`src/rtl/clock_step_pkg.sv`:
```
// Shared types and widths for the clock step controller.
package clock_step_pkg;

   localparam int unsigned ADDR_W = 16;

   typedef enum logic [1:0] {
      ST_HALT       = 2'd0,
      ST_RUN        = 2'd1,
      ST_STEP_CYCLE = 2'd2,
      ST_STEP_INSTR = 2'd3
   } state_t;

endpackage

```
`src/rtl/button_debouncer.sv`:
```
// Two-flop synchronizer, level debouncer and rising-edge pulse for a push button.
module button_debouncer #(
   parameter int unsigned DEBOUNCE_CYCLES = 50000
) (
   input  logic i_clk,
   input  logic i_rst_n,
   input  logic i_btn,
   output logic o_pulse
);

   localparam int unsigned CNT_MAX = (DEBOUNCE_CYCLES > 0) ? DEBOUNCE_CYCLES - 1 : 0;
   localparam int unsigned CNT_W   = (CNT_MAX > 0) ? $clog2(CNT_MAX + 1) : 1;

   logic [1:0]       r_sync;
   logic [CNT_W-1:0] r_cnt;
   logic             r_level;
   logic             r_pulse;

   // A new level is taken only after it has been seen DEBOUNCE_CYCLES times in a row.
   always_ff @(posedge i_clk or negedge i_rst_n) begin
      if (!i_rst_n) begin
         r_sync  <= '0;
         r_cnt   <= '0;
         r_level <= 1'b0;
         r_pulse <= 1'b0;
      end else begin
         r_sync  <= {r_sync[0], i_btn};
         r_pulse <= 1'b0;
         if (r_sync[1] == r_level) begin
            r_cnt <= '0;
         end else if (r_cnt == CNT_W'(CNT_MAX)) begin
            r_cnt   <= '0;
            r_level <= r_sync[1];
            r_pulse <= r_sync[1];
         end else begin
            r_cnt <= r_cnt + CNT_W'(1);
         end
      end
   end

   assign o_pulse = r_pulse;

endmodule

```
`src/rtl/clock_step_controller.sv`:
```
// Run / single-cycle / single-instruction clock gating for a datapath.
// Optional breakpoint comparator enabled by CLOCK_STEP_BREAKPOINT_EN.
module clock_step_controller
   import clock_step_pkg::*;
#(
   parameter int unsigned DEBOUNCE_CYCLES = 50000
) (
   input  logic              i_oszClk,
   input  logic              i_nReset,
   input  logic              i_btnStep,
   input  logic              i_swInstrNCycle,
   input  logic              i_swStepNRun,
   input  logic              i_swEnableBreakpoint,
   input  logic [ADDR_W-1:0] i_breakpointAddress,
   input  logic [ADDR_W-1:0] i_pc,
   input  logic              i_instrDone,
   output logic              o_cpuClkEn,
   output logic              o_halted,
   output logic              o_bpHit
);

   state_t     r_state;
   state_t     w_next;
   logic       r_bp_hit;
   logic       w_bp_hit_next;
   logic       r_cpu_clk_en;
   logic       r_halted;
   logic [1:0] r_sync_step;
   logic [1:0] r_sync_instr;
   logic [1:0] r_warm;
   logic       w_step_pulse;
   logic       w_step_mode;
   logic       w_instr_gran;
   logic       w_bp_match;

   button_debouncer #(
      .DEBOUNCE_CYCLES(DEBOUNCE_CYCLES)
   ) u_btn_step (
      .i_clk  (i_oszClk),
      .i_rst_n(i_nReset),
      .i_btn  (i_btnStep),
      .o_pulse(w_step_pulse)
   );

   // r_warm keeps HALT until the switch synchronizers hold real switch values.
   always_ff @(posedge i_oszClk or negedge i_nReset) begin
      if (!i_nReset) begin
         r_sync_step  <= '0;
         r_sync_instr <= '0;
         r_warm       <= '0;
      end else begin
         r_sync_step  <= {r_sync_step[0], i_swStepNRun};
         r_sync_instr <= {r_sync_instr[0], i_swInstrNCycle};
         r_warm       <= {r_warm[0], 1'b1};
      end
   end

   assign w_step_mode  = r_sync_step[1];
   assign w_instr_gran = r_sync_instr[1];

`ifdef CLOCK_STEP_BREAKPOINT_EN
   logic [1:0] r_sync_bpen;

   always_ff @(posedge i_oszClk or negedge i_nReset) begin
      if (!i_nReset) begin
         r_sync_bpen <= '0;
      end else begin
         r_sync_bpen <= {r_sync_bpen[0], i_swEnableBreakpoint};
      end
   end

   assign w_bp_match = r_sync_bpen[1] && (i_pc == i_breakpointAddress);
   assign o_bpHit    = r_bp_hit;
`else
   logic w_unused_bp;
   assign w_unused_bp = ^{i_swEnableBreakpoint, i_breakpointAddress, i_pc};
   assign w_bp_match  = 1'b0;
   assign o_bpHit     = 1'b0;
`endif

   // Outputs are registered from the next state so they track the state exactly.
   always_ff @(posedge i_oszClk or negedge i_nReset) begin
      if (!i_nReset) begin
         r_state      <= ST_HALT;
         r_bp_hit     <= 1'b0;
         r_cpu_clk_en <= 1'b0;
         r_halted     <= 1'b1;
      end else begin
         r_state      <= w_next;
         r_bp_hit     <= w_bp_hit_next;
         r_cpu_clk_en <= (w_next != ST_HALT);
         r_halted     <= (w_next == ST_HALT);
      end
   end

   always_comb begin
      w_next        = r_state;
      w_bp_hit_next = r_bp_hit;
      case (r_state)
         ST_HALT: begin
            if (r_warm[1]) begin
               if (w_step_mode) begin
                  if (w_step_pulse) begin
                     w_next = w_instr_gran ? ST_STEP_INSTR : ST_STEP_CYCLE;
                  end
               end else if (!r_bp_hit) begin
                  w_next = ST_RUN;
               end else if (w_step_pulse) begin
                  w_next        = ST_RUN;
                  w_bp_hit_next = 1'b0;
               end
            end
         end
         ST_RUN: begin
            if (i_instrDone && w_bp_match) begin
               w_next        = ST_HALT;
               w_bp_hit_next = 1'b1;
            end else if (i_instrDone && w_step_mode) begin
               w_next = ST_HALT;
            end
         end
         ST_STEP_CYCLE: w_next = ST_HALT;
         ST_STEP_INSTR: begin
            if (i_instrDone) begin
               w_next = ST_HALT;
            end
         end
         default: w_next = ST_HALT;
      endcase
   end

   assign o_cpuClkEn = r_cpu_clk_en;
   assign o_halted   = r_halted;

endmodule

```
`config.mk`:
```
export PLATFORM = sky130hd
export DESIGN_NAME = clock_step_controller
export DESIGN_NICKNAME = d
export VERILOG_FILES = /design/src/rtl/clock_step_pkg.sv /design/src/rtl/button_debouncer.sv /design/src/rtl/clock_step_controller.sv
export SDC_FILE = /design/constraint.sdc
export NUM_CORES = 1
export LEC_CHECK = 0
export ABC_AREA = 1
export ABC_CLOCK_PERIOD_IN_PS = 1510
export CAP_MARGIN = 20
export CORE_AREA = 8 8 60 75
export CTS_BUF_LIST = sky130_fd_sc_hd__clkbuf_8
export CTS_CLUSTER_SIZE = 40
export DETAILED_ROUTE_END_ITERATION = 8
export DIE_AREA = 0 0 68 83
export GPL_TIMING_DRIVEN = 1
export PLACE_DENSITY = 0.75
export SYNTH_ARGS = -nofsm -noshare
export SYNTH_HDL_FRONTEND = slang
export SYNTH_HIERARCHICAL = 1
export SYNTH_SLANG_ARGS = --single-unit
```
`constraint.sdc`:
```
create_clock -name i_oszClk -period 1.51 [get_ports i_oszClk]
set_clock_uncertainty 0.05 [all_clocks]
set_input_delay 0.151 -clock i_oszClk [delete_from_list [all_inputs] [get_ports i_oszClk]]
set_output_delay 0.151 -clock i_oszClk [all_outputs]
set_load 0.005 [all_outputs]
```
Word-level counts from Yosys, hierarchy flattened:

Cells that the tools add are included.

* word-level logic and storage cells: 40
* flip-flop bits (word level): 31
* bits of input ports: 39
* output and inout bits: 3

* multiplexer cells: 15
* eq/ne operators: 5
* reductions and logical operators: 6
* add/sub/neg operators: 1
* bitwise logic cells: 2

Operator list (count)
* 16-bit 2-to-1 mux: 2
* 16-bit by 1-bit adder with 16-bit output (second input constant): 1
* 16-bit == test (second input constant): 1
* 2-bit 2-to-1 mux: 7
* 2-bit one-hot mux with 4 select lines: 1
* 1-bit 2-to-1 mux: 5
* 2-bit == test (second input constant): 2
* 2-bit logical NOT: 2
* 3-bit AND reduction: 1
* 2-bit by 1-bit == test with 1-bit output (second input constant): 1
* 1-bit NOT: 2
* 2-bit AND reduction: 1
* 2-bit nonzero test: 1
* 1-bit == test: 1
* 1-bit logical AND: 1

Depth between registers and ports, before layout:

Gate-level depths: netlist of the first run.

* depth in word-level cells: 6
* gate-level depth with buffers: 7
* gate-level depth less buffers: 7

Modules after synthesis:

Netlist of the first run, hierarchy kept.

By module, submodules not included
* button_debouncer: instances 1, sequential area each 500.5 µm², area an instance 1049.8 µm², cells an instance 124
* clock_step_controller: instances 1, sequential area each 276.5 µm², area an instance 417.9 µm², cells an instance 36

Worst setup path before layout of the first run:

No wires, ideal clock.

* path type: register -> register
* from: reg u_btn_step.r_cnt[0]
* to: reg u_btn_step.r_cnt[0]
* setup slack: 219 ps
* path buffers: 0
* data arrival time: 1120 ps
* setup time: 121 ps
* clock period less this slack: 1291 ps
* required time: 1339 ps
* stages on the path, launching flop included: 7
* cells stage by stage: dfrtp_1 > ha_1 > nand3_4 > nor2_2 > nand2_2 > nand2_4 > nor2_1

* longest elaborated chain between the ends: 3
* elaborated cells on any way between the ends: 4
* classes of those cells: add/sub (1); eq/ne (1); mux (2)

RTL lines
* from (decl): RTL line button_debouncer.sv:15 `logic [CNT_W-1:0] r_cnt;`
* from (signal assigned): RTL line button_debouncer.sv:36 `r_cnt <= r_cnt + CNT_W'(1);`
* 16-bit by 1-bit adder with 16-bit output or 16-bit == test (tied branches): RTL line button_debouncer.sv:36, button_debouncer.sv:31
* 16-bit 2-to-1 mux (*): RTL line button_debouncer.sv:31 `end else if (r_cnt == CNT_W'(CNT_MAX)) begin`
* 16-bit 2-to-1 mux (*): RTL line button_debouncer.sv:29 `if (r_sync[1] == r_level) begin`

Mark *: on every way between the ends. The rest lies on a longest branch, timed or not.
A chain may end at the register's enable or synchronous reset.

Final worst setup path of the first run:

* from: reg u_btn_step.r_cnt[1]
* to: reg u_btn_step.r_cnt[4]

Same word-level chain as after synthesis.

==> results.toml, run 1 <==
[yosys]
synthMuxAreaShare_pct = 0
ys_seq_area_share_pct = 52.9
synth_largest_area_cell = "dfrtp_1"
synth_edf_count = 0
synth_area_leaders = "dfrtp_1 (51%), nor2_1 (7.4%), nand2_1 (6.6%)"
synth_top_area_share_pct = 51.2
yosys_register_bits = 31
synth_top_family_by_area = "simple AND/OR/NAND/NOR gates"
avgSynthCellArea_sq_um = 9.17
synthDistinctLibCells = 27
netlist_area_sq_um = 1470
synth-async-reset-ratio_pct = 100
synth_ff_type = "dfrtp_1"
netlist_instances = 160
synth_common_cells = "dfrtp_1 (30), nor2_1 (29), nand2_1 (26), inv_1 (15), nand3_1 (10)"
synth_compound_area_share_pct = 3.24
yosysMostFrequentCell = "dfrtp_1"
synth-simple-area-share_pct = 31.2
synth_fa_ha_area_share_pct = 0.853
synthesis.nets = 200
yosysWarnings = 6
synthXorXnorAreaFrac_pct = 5.88

[final_layout]
n_antenna_cell = 0
fin_nets = 215
multi_input_area_sq_um = 614
syn_to_final_growth_pct = 18.6
nFillCells = 331
finish.utilization_pct = 51.7
drive_above_1_share_pct = 21.0
ff_latch_area_sq_um = 777

[clock_tree]
cts_setup_buffers = 0
root_buffer = "clkbuf_8"
cts_sinks = 31
hold_buffers = 0
clk_latency_ns = 0.28
cts_max_level = 2
cts_tree = "yes"
cts_buffer_depth = 2
cts_buffers = 5
cts.clk_slew.worst_paths_ns = 0.07

[grt]
first_global_vias = 1028
gr-total-overflow = 0
antenna_found_initial = 0
grt_usage_pct = 10.3
grt_pass1_wl_um = 4440
grt_max_degree = 32

[critical_path]
end_kind = "flop"
max_stage_delay_ns = 0.38
slowest_stage = "dfrtp_1"
crit_fanout = 8
critical_path_arrival_ns = 1.50
setup.worst_path.start = "u_btn_step/r_cnt[1]"
crit_path_start_kind = "flop"
worstPathRequired_ns = 1.63
path_class = "flop to flop"
regToRegSetupSlack_ns = 0.13
r2r-start = "u_btn_step/r_cnt[1]"
path_cells = "ha_2 > nand3_4 > nor2_2 > nand2_2 > nand2_4 > nor2_1"

[floorplan]
initial_core_util_pct = 43.6
ios = 42
num_rows = 24
dieArea_sq_um = 5640
die_w_um = 68
core_sq_um = 3360
die_h_um = 83

[routing]
drt_pass1_iterations = 6
ant_nets = 0
drc = 0
vias = 1024
drt_iter0_markers = 21
vias_per_cell = 4.76
wirelength_um = 2440
wire_per_inst_um = 11.4

[sta]
fmax_mhz = 725
setup_viol = 0
setup_slack_ns = 0.131
min_period_over_period_pct = 91.3
whs_ns = 0.172
tns_ns = 0
rsz0062_at_grt = "no"
finalHoldViolCount = 0
drv_slew = 0
period_needed_ns = 1.38

[placed_design]
gp_congestion = 0.825
numPortBuffers = 7
preCtsSetupSlack_ns = 0.109
dp_hpwl_um = 1780

[outcome]
outcome = "finished, final reports clean"

[power_and_ir_drop]
leakagePower_nw = 0.821
worst_ir_drop_vdd_uv = 1210
cellPowerDensity_nw_per_um2 = 1120

[flow_run]
drv_cap = 0

[worst_hold_path]
hold_path.class = "primary input to async pin"
worst paths after layout:
check	endpoint	cells after the start
max	u_btn_step/r_cnt[4]	6
min in group i_oszClk	u_btn_step/r_sync[0]	1
min reg2reg	r_warm[1]	0
min	u_btn_step/r_cnt[11]	2
max in group asynchronous	o_halted	2
max reg2reg	u_btn_step/r_cnt[4]	6
where the power goes:
part,internal (W),switching (W),total (W)
Clock,0.000652,0.000298,0.000950
Sequential,0.000867,0.0000198,0.000886
Combinational,0.0000564,0.0000614,0.000118
Total,0.00158,0.000379,0.00195
cells in the final DEF, fill, tap and decap left out, types with 2 or more instances in the layout:
| cell type | Yosys | routed |
|---|---|---|
| a31oi_1 | 2 | 2 |
| bufinv_16 | 0 | 2 |
| clkbuf_8 | 0 | 5 |
| clkdlybuf4s50_1 | 0 | 6 |
| conb_1 | 2 | 2 |
| dfrtp_1 | 30 | 30 |
| inv_1 | 15 | 16 |
| inv_2 | 4 | 4 |
| nand2_1 | 26 | 26 |
| nand2_2 | 4 | 4 |
| nand2_4 | 2 | 2 |
| nand3_1 | 10 | 10 |
| nand3_2 | 4 | 4 |
| nand4_1 | 2 | 2 |
| nor2_1 | 29 | 29 |
| nor2_2 | 8 | 8 |
| o21ai_1 | 3 | 3 |
| xnor2_1 | 4 | 4 |
| xor2_1 | 4 | 4 |
per-stage QoR:
stage / power, W / cell area [sq um] / cells
final: 0.00195 / 1740 / 215
after global routing: 0.00204 / 1740 / 215
after CTS: 0.00199 / 1740 / 215
after detailed placement: 0.00103 / 1610 / 207
after global placement: 0.00102 / 1610 / 207
after floorplan: 0.000957 / 1470 / 160
cell type report:
type	instances	area share (%)
clock buffer	5	3.95
clock inverter	3	3.67
inverter	19	4.10
multi-input combinational	109	35.3
sequential	31	44.6
tap	39	2.80
timing repair buffer	9	5.54
kinds of logic (layout without fill, tap and decap cells):
family | after synthesis | after routing
adders and majority gates | 1 | 1
buffers and inverters | 20 | 36
xor gates and xnor gates | 9 | 9
DFF | 31 | 31
other | 2 | 2
AOI/OAI and AO/OA | 8 | 8
and+or+nand+nor | 89 | 89
critical path: cells and delay by family (launching register included):
| family | cells | cell delay (ns) |
|---|---|---|
| simple gates | 5 | 0.60 |
| fa+ha+maj | 1 | 0.23 |
| flops | 1 | 0.38 |
flip-flops by register name, indices dropped and copies added (netlist names), 2 cells and up:
register	flops
r_sync_instr	2
u_btn_step/r_sync	2
r_sync_step	2
u_btn_step/r_cnt	16
r_warm	2
r_state	2
repair_timing:
item,CTS,global route
cloned,0,0
endpoints found under the setup margin,1,8
gates resized for setup,1,1
per-layer routing:
metal / GRT usage (%) / vias up / part of all wire (%)
met5: 0 / - / 0
met4: 7.85 / 0 / 3.5
met3: 3.49 / 7 / 4.5
met2: 15.2 / 18 / 50
met1: 11.6 / 478 / 42
li1: - / 521 / -
(Power assumes the default switching activity.)
==> run 2: changes to the inputs <==
Settings changed: ABC_AREA 1 to unset, CORE_AREA 8 8 60 75 to 8 8 58 72, CTS_CLUSTER_DIAMETER set to 120, DIE_AREA 0 0 68 83 to 0 0 66 80, PLACE_DENSITY 0.75 to 0.77.
==> run 2 against run 1 <==
  * The run now ends with setup timing left
  * Via count down 4.1%
  * Flip-flop and latch count stayed put
  * Routed wire length increased by 24%
  * Hold slack lost 0.090 ns
  * Final area increased by 5.1%
  * Fmax down 10%
  * Sequential power grew 1%
  * Global-route usage rose by 1.7 points
  * Register-to-register slack lost 0.15 ns
  * Sequential share of layout area down 2.0 points
  * Clock power shrank 12%
  * Largest power group is now registers
  * Highest routed layer unchanged
==> results.toml, run 2 <==
[routing]
drt_iter0_markers = 59
drt_pass1_iterations = 4
vias = 982
wire_per_inst_um = 16.4
vias_per_cell = 5.28
wirelength_um = 3040
ant_nets = 0
drc = 0

[final_layout]
nFillCells = 246
multi_input_area_sq_um = 641
ff_latch_area_sq_um = 779
n_antenna_cell = 0
syn_to_final_growth_pct = 35.1
final_area_sq_um = 1830
most-common-layout-cells = "dfrtp_1 (28), buf_4 (17), xnor2_1 (11)"
regMostFlops = "u_btn_step/r_cnt"
drive_above_1_share_pct = 41.6
largest_reg_flops = 16
fin_nets = 188
final_common_cell = "dfrtp_1"
final_cells = 186

[power_and_ir_drop]
cellPowerDensity_nw_per_um2 = 1020
leakagePower_nw = 0.735
finalPower_w = 0.00186
worst_ir_drop_vdd_uv = 812

[yosys]
synth_area_leaders = "dfrtp_1 (55%), xnor2_1 (7.1%), nor2_1 (5.5%)"
synth_edf_count = 0
ys_seq_area_share_pct = 57.4
synth_top_area_share_pct = 55.5
yosys_register_bits = 31
synthDistinctLibCells = 34
avgSynthCellArea_sq_um = 11.4
synth_ff_type = "dfrtp_1"
synth-async-reset-ratio_pct = 100
synth_largest_area_cell = "dfrtp_1"
yosysWarnings = 6
synthesis.nets = 159
netlist_instances = 119
synth_common_cells = "dfrtp_1 (30), nor2_1 (20), xnor2_1 (11), nand3_1 (7), nand4_1 (6)"
netlist_area_sq_um = 1350
yosysMostFrequentCell = "dfrtp_1"

[grt]
grt_pass1_wl_um = 4800
grt_usage_pct = 12.0
antenna_found_initial = 0
first_global_vias = 1050
gr-total-overflow = 0
grt_max_degree = 14

[placed_design]
numPortBuffers = 7
dp_cells = 175
gp_congestion = 0.857
placed_area_sq_um = 1560
dp_hpwl_um = 2060

[floorplan]
die_h_um = 80
dieArea_sq_um = 5280
ios = 42
num_rows = 23
core_sq_um = 3110
die_w_um = 66
initial_core_util_pct = 43.6

[critical_path]
worst-path-buf-inv = 0
slowest_stage = "or4b_4"
critical_path_arrival_ns = 1.69
worstPathRequired_ns = 1.67
path_class = "flop to flop"
crit_path_start_kind = "flop"
path_cells = "or4b_4 > nor4_2 > nand3_1 > nor3b_2"
path_delay_family = "simple AND/OR/NAND/NOR gates"
end_kind = "flop"
crit_fanout = 5
max_stage_delay_ns = 0.50

[clock_tree]
cts_buffers = 5
cts_tree = "yes"
cts.clk_slew.worst_paths_ns = 0.06
cts_max_level = 2
root_buffer = "clkbuf_8"
clk_latency_ns = 0.28
cts_buffer_depth = 2
cts_sinks = 31

[sta]
drv_slew = 0
fmax_mhz = 652
setup_slack_ns = -0.0227
min_period_over_period_pct = 102
period_needed_ns = 1.53
finalHoldViolCount = 0
setup_viol = 7
rsz0062_at_grt = "yes"

[worst_hold_path]
hold_path.class = "primary input to async pin"

[outcome]
outcome = "complete, but fails checks"
violations = "setup timing"

[flow_run]
drv_cap = 0
==> run 2: cell types whose count changed after synthesis, sizes merged, moves of 2 or more <==
| cell | before | now |
|---|---|---|
| nor4 | 0 | 6 |
| buf | 1 | 5 |
| a31oi | 2 | 0 |
| nand2 | 32 | 5 |
| o21ai | 3 | 1 |
| xnor2 | 4 | 11 |
| nand3 | 15 | 7 |
| inv | 19 | 2 |
| nand4 | 2 | 6 |
| and3 | 0 | 2 |
| nor2 | 37 | 20 |
==> run 2: worst paths after layout <==
check	from	endpoint	slack [ns]	depth (start not counted)
worst min-delay path	i_nReset	r_state[1]	0.08	1
worst max-delay path	u_btn_step/r_cnt[5]	u_btn_step/o_pulse	-0.02	4
worst min register to register	u_btn_step/r_sync[0]	u_btn_step/r_sync[1]	0.30	0
min in group i_oszClk	i_swStepNRun	r_sync_step[0]	0.26	1
max in group asynchronous	i_nReset	u_btn_step/r_cnt[5]	0.82	2
worst max register to register	u_btn_step/r_cnt[5]	u_btn_step/o_pulse	-0.02	4
==> run 2: through the flow <==
| stage | setup TNS, ns | hold slack (ns) | util, % | worst slack (ns) |
|---|---|---|---|---|
| floorplan | 0 | -0.195 | - | 0.00611 |
| global placement | 0 | 0.285 | 50.2 | 0.0164 |
| detailed placement | -0.0189 | 0.286 | 50.2 | -0.0189 |
| CTS | -0.0168 | 0.0766 | 54.4 | -0.0168 |
| global route | -1.11 | 0.0967 | 58.9 | -0.0941 |
| finish | -0.0796 | 0.0821 | 58.9 | -0.0227 |
==> run 2: final cells by class <==
cell class,instances,area share (%)
Clock buffer,6,4.51
Clock inverter,2,1.92
Inverter,2,0.410
Multi-Input combinational cell,81,35.0
Sequential cell,31,42.6
Tap cell,37,2.53
Timing Repair Buffer,27,13.0
==> run 2: report_power, final <==
part | internal, W | switching (W)
clock network | 0.000533 | 0.000299
logic | 0.0000724 | 0.0000631
registers | 0.000867 | 0.0000296
==> run 2: routing by layer <==
layer	share of wire (%)	global-route usage, %	up-vias
met1	40	11.3	496
li1	-	-	461
met3	3.9	4.92	8
met2	54	21.1	17
met4	2.2	7.07	0
met5	0	0	-
==> run 2: cells by family (layout without fill, tap and decap cells) <==
logic type | Yosys count | after routing | share of synthesized area [%]
simple gates | 57 | 57 | 23.8
flops | 31 | 31 | 57.4
xor+xnor | 15 | 15 | 9.70
buf+inv | 7 | 37 | 3.42
compound gates | 5 | 5 | 3.33
other cells | 2 | 2 | 0.555
fa+ha+maj | 1 | 1 | 0.924
mux | 1 | 1 | 0.832
==> run 2: what timing repair did <==
| item | in CTS | in global routing |
|---|---|---|
| resized for setup | 2 | 31 |
| hold buffers | 0 | 0 |
| endpoints found under the setup margin | 5 | 18 |
| buffers inserted | 1 | 2 |
| pin swaps | 2 | 14 |
